### config.mk
export PLATFORM = sky130hd
export DESIGN_NAME = coord_entry_fsm_flat
export DESIGN_NICKNAME = d
export VERILOG_FILES = /design/src/rtl/coord_entry_fsm_if.sv /design/src/rtl/coord_entry_fsm.sv /design/src/flat_wrapper.sv
export SDC_FILE = /design/constraint.sdc
export NUM_CORES = 1
export LEC_CHECK = 0
export ABC_AREA = 1
export BUFFER_PORTS_ARGS = -buffer_cell sky130_fd_sc_hd__buf_2
export CELL_PAD_IN_SITES_DETAIL_PLACEMENT = 0
export CELL_PAD_IN_SITES_GLOBAL_PLACEMENT = 2
export CORE_MARGIN = 2
export CORE_UTILIZATION = 30
export CTS_BUF_LIST = sky130_fd_sc_hd__clkbuf_8
export CTS_CLUSTER_SIZE = 10
export DETAILED_ROUTE_END_ITERATION = 10
export PLACE_DENSITY_LB_ADDON = 0.1
export SLEW_MARGIN = 20
export SYNTH_ARGS = -nofsm -noshare
export SYNTH_HDL_FRONTEND = slang
export SYNTH_SLANG_ARGS = --single-unit
export TNS_END_PERCENT = 5
### constraint.sdc
create_clock -name clk -period 1.9 [get_ports clk]
set_input_delay 0.19 -clock clk [delete_from_list [all_inputs] [get_ports clk]]
set_output_delay 0.19 -clock clk [all_outputs]
set_load 0.005 [all_outputs]
### src/rtl/coord_entry_fsm_if.sv
// Button, replay-strobe and display-side signals of the coordinate-entry controller.
// Latency: none (wires only).
// Backpressure: none; buttons are levels and beat is a single-cycle strobe.
interface coord_entry_fsm_if #(
    parameter int COORD_W = 3,
    parameter int CNT_W   = 3
);
    logic               enter;
    logic               r_btn;
    logic               c_btn;
    logic               dir;
    logic               push;
    logic               beat;
    logic [1:0]         state_o;
    logic [COORD_W-1:0] row_cur;
    logic [COORD_W-1:0] col_cur;
    logic [COORD_W-1:0] row_out;
    logic [COORD_W-1:0] col_out;
    logic               out_valid;
    logic [CNT_W-1:0]   count;
    logic               full;
    logic               empty;
    logic               overflow;

    // Button / beat source side (board inputs, or the bench).
    modport master (
        output enter, r_btn, c_btn, dir, push, beat,
        input  state_o, row_cur, col_cur, row_out, col_out,
        input  out_valid, count, full, empty, overflow
    );

    // Controller side.
    modport slave (
        input  enter, r_btn, c_btn, dir, push, beat,
        output state_o, row_cur, col_cur, row_out, col_out,
        output out_valid, count, full, empty, overflow
    );
endinterface

### src/rtl/coord_entry_fsm.sv
// Coordinate-entry controller: cursor stepping, multi-entry buffer, beat-paced replay.
// Latency: a button edge or beat at clock t takes effect at t+1; full/empty decode count directly.
// Backpressure: none; a push while full is dropped and latches the sticky overflow flag.
module coord_entry_fsm #(
    parameter int COORD_W = 3,
    parameter int ROW_MAX = 7,
    parameter int COL_MAX = 7,
    parameter int DEPTH   = 4,
    parameter int CNT_W   = $clog2(DEPTH + 1)
) (
    input  logic              clk,
    input  logic              reset,
    coord_entry_fsm_if.slave  bus
);
    localparam int PTR_W = (DEPTH > 1) ? $clog2(DEPTH) : 1;
    localparam logic [COORD_W-1:0] ROW_TOP = COORD_W'(ROW_MAX);
    localparam logic [COORD_W-1:0] COL_TOP = COORD_W'(COL_MAX);

    typedef enum logic [1:0] {
        IDLE    = 2'b00,
        INPUT   = 2'b01,
        DISPLAY = 2'b11
    } state_t;

    state_t state, state_nxt;

    logic enter_q, r_btn_q, c_btn_q, push_q;
    logic enter_e, r_e, c_e, push_e;

    logic [COORD_W-1:0] row_q, col_q, row_step, col_step;
    logic [COORD_W-1:0] row_out_q, col_out_q;
    logic               out_valid_q;
    logic [CNT_W-1:0]   count_q;
    logic [PTR_W-1:0]   wr_ptr, rd_ptr;
    logic               overflow_q;
    logic               full_w, rd_last, do_push, do_beat;

    logic [2*COORD_W-1:0] mem [DEPTH];

    // Edge detection: an edge is a high level whose previous sample was low.
    assign enter_e = bus.enter & ~enter_q;
    assign r_e     = bus.r_btn & ~r_btn_q;
    assign c_e     = bus.c_btn & ~c_btn_q;
    assign push_e  = bus.push  & ~push_q;

    assign full_w  = (count_q == CNT_W'(DEPTH));
    assign rd_last = ((CNT_W'(rd_ptr) + CNT_W'(1)) == count_q);
    // Push stores the cursor as it was before any same-cycle step.
    assign do_push = (state == INPUT) & push_e & ~full_w;
    // An enter edge wins over a coincident beat: the beat is discarded.
    assign do_beat = (state == DISPLAY) & bus.beat & ~enter_e;

    // Wrapping up/down step for both cursor axes.
    always_comb begin
        row_step = row_q;
        col_step = col_q;
        if (bus.dir) begin
            row_step = (row_q == '0) ? ROW_TOP : row_q - COORD_W'(1);
            col_step = (col_q == '0) ? COL_TOP : col_q - COORD_W'(1);
        end else begin
            row_step = (row_q == ROW_TOP) ? '0 : row_q + COORD_W'(1);
            col_step = (col_q == COL_TOP) ? '0 : col_q + COORD_W'(1);
        end
    end

    // Next-state: every state advances on an enter edge; the unused encoding recovers to IDLE.
    always_comb begin
        state_nxt = state;
        case (state)
            IDLE:    if (enter_e) state_nxt = INPUT;
            INPUT:   if (enter_e) state_nxt = DISPLAY;
            DISPLAY: if (enter_e) state_nxt = IDLE;
            default: state_nxt = IDLE;
        endcase
    end

    // State register, button history, cursor, counters and replay outputs.
    always_ff @(posedge clk) begin
        if (reset) begin
            state       <= IDLE;
            enter_q     <= 1'b0;
            r_btn_q     <= 1'b0;
            c_btn_q     <= 1'b0;
            push_q      <= 1'b0;
            row_q       <= '0;
            col_q       <= '0;
            row_out_q   <= '0;
            col_out_q   <= '0;
            out_valid_q <= 1'b0;
            count_q     <= '0;
            wr_ptr      <= '0;
            rd_ptr      <= '0;
            overflow_q  <= 1'b0;
        end else begin
            state   <= state_nxt;
            enter_q <= bus.enter;
            r_btn_q <= bus.r_btn;
            c_btn_q <= bus.c_btn;
            push_q  <= bus.push;
            case (state)
                IDLE: begin
                    out_valid_q <= 1'b0;
                    // Starting a new entry session discards the old buffer logically.
                    if (enter_e) begin
                        row_q      <= '0;
                        col_q      <= '0;
                        count_q    <= '0;
                        wr_ptr     <= '0;
                        overflow_q <= 1'b0;
                    end
                end
                INPUT: begin
                    if (r_e) row_q <= row_step;
                    if (c_e) col_q <= col_step;
                    if (push_e) begin
                        if (full_w) begin
                            overflow_q <= 1'b1;
                        end else begin
                            count_q <= count_q + CNT_W'(1);
                            wr_ptr  <= wr_ptr + PTR_W'(1);
                        end
                    end
                    if (enter_e) begin
                        rd_ptr      <= '0;
                        out_valid_q <= 1'b0;
                    end
                end
                DISPLAY: begin
                    if (enter_e) begin
                        out_valid_q <= 1'b0;
                    end else if (do_beat) begin
                        out_valid_q <= 1'b1;
                        if (count_q == '0) begin
                            row_out_q <= row_q;
                            col_out_q <= col_q;
                        end else begin
                            {row_out_q, col_out_q} <= mem[rd_ptr];
                            rd_ptr <= rd_last ? '0 : rd_ptr + PTR_W'(1);
                        end
                    end
                end
                default: out_valid_q <= 1'b0;
            endcase
        end
    end

    // Entry buffer; contents need no reset since count gates every read.
    always_ff @(posedge clk) begin
        if (!reset && do_push) mem[wr_ptr] <= {row_q, col_q};
    end

    assign bus.state_o   = state;
    assign bus.row_cur   = row_q;
    assign bus.col_cur   = col_q;
    assign bus.row_out   = row_out_q;
    assign bus.col_out   = col_out_q;
    assign bus.out_valid = out_valid_q;
    assign bus.count     = count_q;
    assign bus.full      = full_w;
    assign bus.empty     = (count_q == '0);
    assign bus.overflow  = overflow_q;
endmodule

### src/flat_wrapper.sv
// flat-port wrapper written by rule: the top's interface ports become plain ports
module coord_entry_fsm_flat 
#(
    parameter int COORD_W = 3,
    parameter int ROW_MAX = 7,
    parameter int COL_MAX = 7,
    parameter int DEPTH   = 4,
    parameter int CNT_W   = $clog2(DEPTH + 1)
)
  (clk, reset, bus_enter, bus_r_btn, bus_c_btn, bus_dir, bus_push, bus_beat, bus_state_o, bus_row_cur, bus_col_cur, bus_row_out, bus_col_out, bus_out_valid, bus_count, bus_full, bus_empty, bus_overflow);
  coord_entry_fsm_if #(.COORD_W(COORD_W), .CNT_W(CNT_W)) bus_i ();
  input  logic clk;
  input  logic reset;
  input wire logic [$bits(bus_i.enter)-1:0] bus_enter;
  input wire logic [$bits(bus_i.r_btn)-1:0] bus_r_btn;
  input wire logic [$bits(bus_i.c_btn)-1:0] bus_c_btn;
  input wire logic [$bits(bus_i.dir)-1:0] bus_dir;
  input wire logic [$bits(bus_i.push)-1:0] bus_push;
  input wire logic [$bits(bus_i.beat)-1:0] bus_beat;
  output wire logic [$bits(bus_i.state_o)-1:0] bus_state_o;
  output wire logic [$bits(bus_i.row_cur)-1:0] bus_row_cur;
  output wire logic [$bits(bus_i.col_cur)-1:0] bus_col_cur;
  output wire logic [$bits(bus_i.row_out)-1:0] bus_row_out;
  output wire logic [$bits(bus_i.col_out)-1:0] bus_col_out;
  output wire logic [$bits(bus_i.out_valid)-1:0] bus_out_valid;
  output wire logic [$bits(bus_i.count)-1:0] bus_count;
  output wire logic [$bits(bus_i.full)-1:0] bus_full;
  output wire logic [$bits(bus_i.empty)-1:0] bus_empty;
  output wire logic [$bits(bus_i.overflow)-1:0] bus_overflow;
  assign bus_i.enter = bus_enter;
  assign bus_i.r_btn = bus_r_btn;
  assign bus_i.c_btn = bus_c_btn;
  assign bus_i.dir = bus_dir;
  assign bus_i.push = bus_push;
  assign bus_i.beat = bus_beat;
  assign bus_state_o = bus_i.state_o;
  assign bus_row_cur = bus_i.row_cur;
  assign bus_col_cur = bus_i.col_cur;
  assign bus_row_out = bus_i.row_out;
  assign bus_col_out = bus_i.col_out;
  assign bus_out_valid = bus_i.out_valid;
  assign bus_count = bus_i.count;
  assign bus_full = bus_i.full;
  assign bus_empty = bus_i.empty;
  assign bus_overflow = bus_i.overflow;
  coord_entry_fsm #(.COORD_W(COORD_W), .ROW_MAX(ROW_MAX), .COL_MAX(COL_MAX), .DEPTH(DEPTH), .CNT_W(CNT_W)) u_core (.clk(clk), .reset(reset), .bus(bus_i));
endmodule
==> out/summary.json <==
{
  "drt": {
    "via_count": 1991,
    "detail_route.wirelength_um": 5930,
    "avgViaCountPerCell": 4.42,
    "drtAntennaViolNets": 0,
    "remaining_drc_errors": 0,
    "drt-wirelength-per-cell_um": 13.2,
    "drt-initial-drc-count": 58,
    "drtPass1Iterations": 4
  },
  "floorplanning": {
    "ioPinCount": 29,
    "dieWidth_um": 95.8,
    "core_area_um2": 8180,
    "full_die_area_um2": 9180,
    "initial_core_utilization_pct": 30.9,
    "num_rows": 33,
    "die_height_um": 95.8
  },
  "logic_synthesis": {
    "ys_seq_area_share_pct": 51.4,
    "synthCells": 300,
    "net_count_of_the_mapped_netlist": 323,
    "syn-cell-area_um2": 2530,
    "ys_seq_elements": 53,
    "yosysWarningCount": 0,
    "synth.avg_cell_area_um2": 8.43,
    "synthDistinctLibCells": 23
  },
  "clock_network": {
    "ctsLongestPathBuffers": 2,
    "worst_skew_pair.late_latency_ns": 0.31,
    "cts-resized-gates": 0,
    "tritoncts_clock_tree": "built",
    "clockRootBuffer": "sky130_fd_sc_hd__clkbuf_8",
    "h-tree-depth": 2,
    "clock-sinks": 53,
    "cts_buffers": 5,
    "post-cts-setup-buffer-count": 0,
    "post_cts_hold_buffer_count": 0,
    "worst_setup_hold_path_clk_slew_ns": 0.10
  },
  "layout": {
    "layout-area-overhead-vs-synth_pct": 17.1,
    "drive_gt1_share_pct": 18.8,
    "antenna-diode-count": 0,
    "mostFrequentLayoutCells": "sky130_fd_sc_hd__nand2_1 (67), sky130_fd_sc_hd__nor2_1 (33), sky130_fd_sc_hd__inv_1 (32)",
    "fillerInstances": 869,
    "area_of_the_multi_input_gates_um2": 1040,
    "register_area_um2": 1300,
    "layout.cells.most_common": "sky130_fd_sc_hd__nand2_1",
    "num-nets-final": 367
  },
  "sta": {
    "worst_slew_margin_rel_pct": 78.7,
    "report.final.slew_viol_count": 0,
    "worstMarginPinSlew_ns": 0.320,
    "timing.fmax_mhz": 590,
    "setup_total_negative_slack_ns": 0,
    "shortest_clock_period_the_worst_path_allows_after_layout_ns": 1.70,
    "final_setup_vio_count": 0,
    "fin_skew_ns": 0.00957,
    "finalCritPeriodShare_pct": 89.2,
    "final-hold-violation-count": 0,
    "hold_ws_ns": 0.0918,
    "rsz_0062_raised_after_global_routing": "no"
  },
  "critical_path": {
    "timing.critical_path.fanout_max": 7,
    "critical_path_data_required_time_ns": 1.71,
    "startpoint_to_endpoint_class_of_the_critical_path": "reg -> out",
    "worst-r2r-cell-count": 6,
    "timing.rr.end": "u_core.mem[0][4]$_DFFE_PP_",
    "startpoint_of_the_most_critical_register_to_register_path": "u_core.bus.count[0]$_SDFFE_PP0P_",
    "cp.arrival_ns": 1.51,
    "critical_path.endpoint": "bus_empty",
    "timing.critical_path.from": "u_core.bus.count[0]$_SDFFE_PP0P_",
    "critical_path.endpoint_type": "primary output",
    "reg2reg_setup_slack_ns": 0.25,
    "worstSetupStartpointType": "flop"
  },
  "global_routing": {
    "antenna_found_initial": 0,
    "grt_util_all_layers_pct": 14.1,
    "grt_pass1_wl_um": 9560,
    "grt-ovfl-total": 0,
    "pin_count_of_the_biggest_net_entering_global_routing": 19,
    "first_global_vias": 1865
  },
  "placement": {
    "buffer_ports.inserted": 28,
    "gp_routability_congestion": 0.724,
    "dpl.hpwl_um": 4580
  },
  "run_status": {
    "run_status": "complete, no violations"
  },
  "pwr": {
    "power-per-cell-area_nw_per_um2": 781,
    "leakage_power_uw": 0.00132,
    "vdd_ir_drop_max_mv": 0.354
  },
  "run": {
    "max-cap-violations": 0
  },
  "min_path": {
    "worst_hold_check_path_type": "in -> reg"
  }
}
metrics by stage:
stage	power, uW	cells	utilization, %	worst slack [ns]	cell area [um^2]
2_1_floorplan	1540	300	-	0.303	2530
3_3_place_gp	1690	442	35.1	0.284	2870
3_5_place_dp	1690	442	35.1	0.229	2870
4_1_cts	2350	450	36.2	0.169	2960
5_1_grt	2460	450	36.2	0.0634	2960
6_report	2310	450	36.2	0.205	2960
report_power, final:
group | total, uW | switching (uW) | leakage (uW) | internal [uW]
logic | 379 | 237 | 0.000832 | 142
registers | 1270 | 37.9 | 0.000448 | 1240
clock network | 661 | 394 | 0.0000447 | 267
total | 2310 | 670 | 0.00132 | 1640
cells by family (layout without fill, tap and decap cells):
family	Yosys count	in the layout	share of synthesized area [%]
buffers and inverters	44	89	7.42
and+or+nand+nor	143	143	24.3
DFF	53	53	51.4
AOI/OAI and AO/OA	42	42	8.41
xor gates and xnor gates	3	3	1.04
adders and majority gates	15	15	7.42
cells in the mapped netlist:
cell type,n,area (um^2)
sky130_fd_sc_hd__nand2_1,67,251
sky130_fd_sc_hd__nor2_1,33,124
sky130_fd_sc_hd__inv_1,32,120
sky130_fd_sc_hd__nand3_1,31,155
sky130_fd_sc_hd__dfxtp_1,29,581
sky130_fd_sc_hd__a21oi_1,27,135
sky130_fd_sc_hd__edfxtp_1,24,721
sky130_fd_sc_hd__ha_1,15,188
sky130_fd_sc_hd__o21ai_0,14,70.1
sky130_fd_sc_hd__nand2_2,6,37.5
sky130_fd_sc_hd__inv_2,5,18.8
sky130_fd_sc_hd__buf_2,4,20.0
sky130_fd_sc_hd__xnor2_1,3,26.3
sky130_fd_sc_hd__buf_6,1,11.3
sky130_fd_sc_hd__clkbuf_8,1,13.8
sky130_fd_sc_hd__clkinv_1,1,3.75
sky130_fd_sc_hd__nand3_2,1,10.0
sky130_fd_sc_hd__nand3b_1,1,7.51
sky130_fd_sc_hd__nand4_1,1,6.26
sky130_fd_sc_hd__nor2_2,1,6.26
sky130_fd_sc_hd__nor2_4,1,11.3
sky130_fd_sc_hd__nor3_1,1,5.00
sky130_fd_sc_hd__o211ai_1,1,7.51
cell type report:
class                      count  area share, %
sequential                    53           43.9
multi-input combinational    203           35.1
timing repair buffer          43           8.53
inverter                      38           4.81
tap                          105           4.43
clock buffer                   5           2.32
clock inverter                 3          0.845
routing by layer:
metal / track usage (%) / part of all wire [%] / vias to the layer above
li1: - / - / 1062
met1: 19.7 / 51 / 896
met2: 22.3 / 45 / 28
met3: 2.98 / 2.8 / 5
met4: 3.57 / 0.99 / 0
met5: 0 / 0 / -
how the worst min path moves through the flow:
stage	start	end	slack [ns]	depth (start not counted)
2_1_floorplan	bus_c_btn	u_core.c_btn_q$_SDFF_PP0_	0.31	2
3_3_place_gp	bus_r_btn	u_core.r_btn_q$_SDFF_PP0_	0.40	3
3_5_place_dp	bus_c_btn	u_core.c_btn_q$_SDFF_PP0_	0.41	3
4_1_cts	bus_c_btn	u_core.c_btn_q$_SDFF_PP0_	0.08	3
5_1_grt	bus_r_btn	u_core.r_btn_q$_SDFF_PP0_	0.11	3
6_report	bus_c_btn	u_core.c_btn_q$_SDFF_PP0_	0.09	3
critical path, stage by stage (launching register included):
cell                      delay, ns
sky130_fd_sc_hd__dfxtp_1       0.41
sky130_fd_sc_hd__inv_1         0.10
sky130_fd_sc_hd__ha_1          0.22
sky130_fd_sc_hd__nand2_1       0.15
sky130_fd_sc_hd__inv_1         0.15
sky130_fd_sc_hd__buf_2         0.16
state kept, by name (all words and copies together) (netlist names), named ones only:
register and count:
u_core.bus.overflow 1, u_core.bus.out_valid 1, u_core.c_btn_q 1, u_core.bus.row_out 3, u_core.mem 24, u_core.bus.col_cur 3, u_core.bus.row_cur 3, u_core.push_q 1
u_core.wr_ptr 2, u_core.r_btn_q 1, u_core.enter_q 1, u_core.bus.state_o 2, u_core.bus.col_out 3, u_core.rd_ptr 2, u_core.bus.count 3
Note: power is estimated with default switching activity, not from simulation.
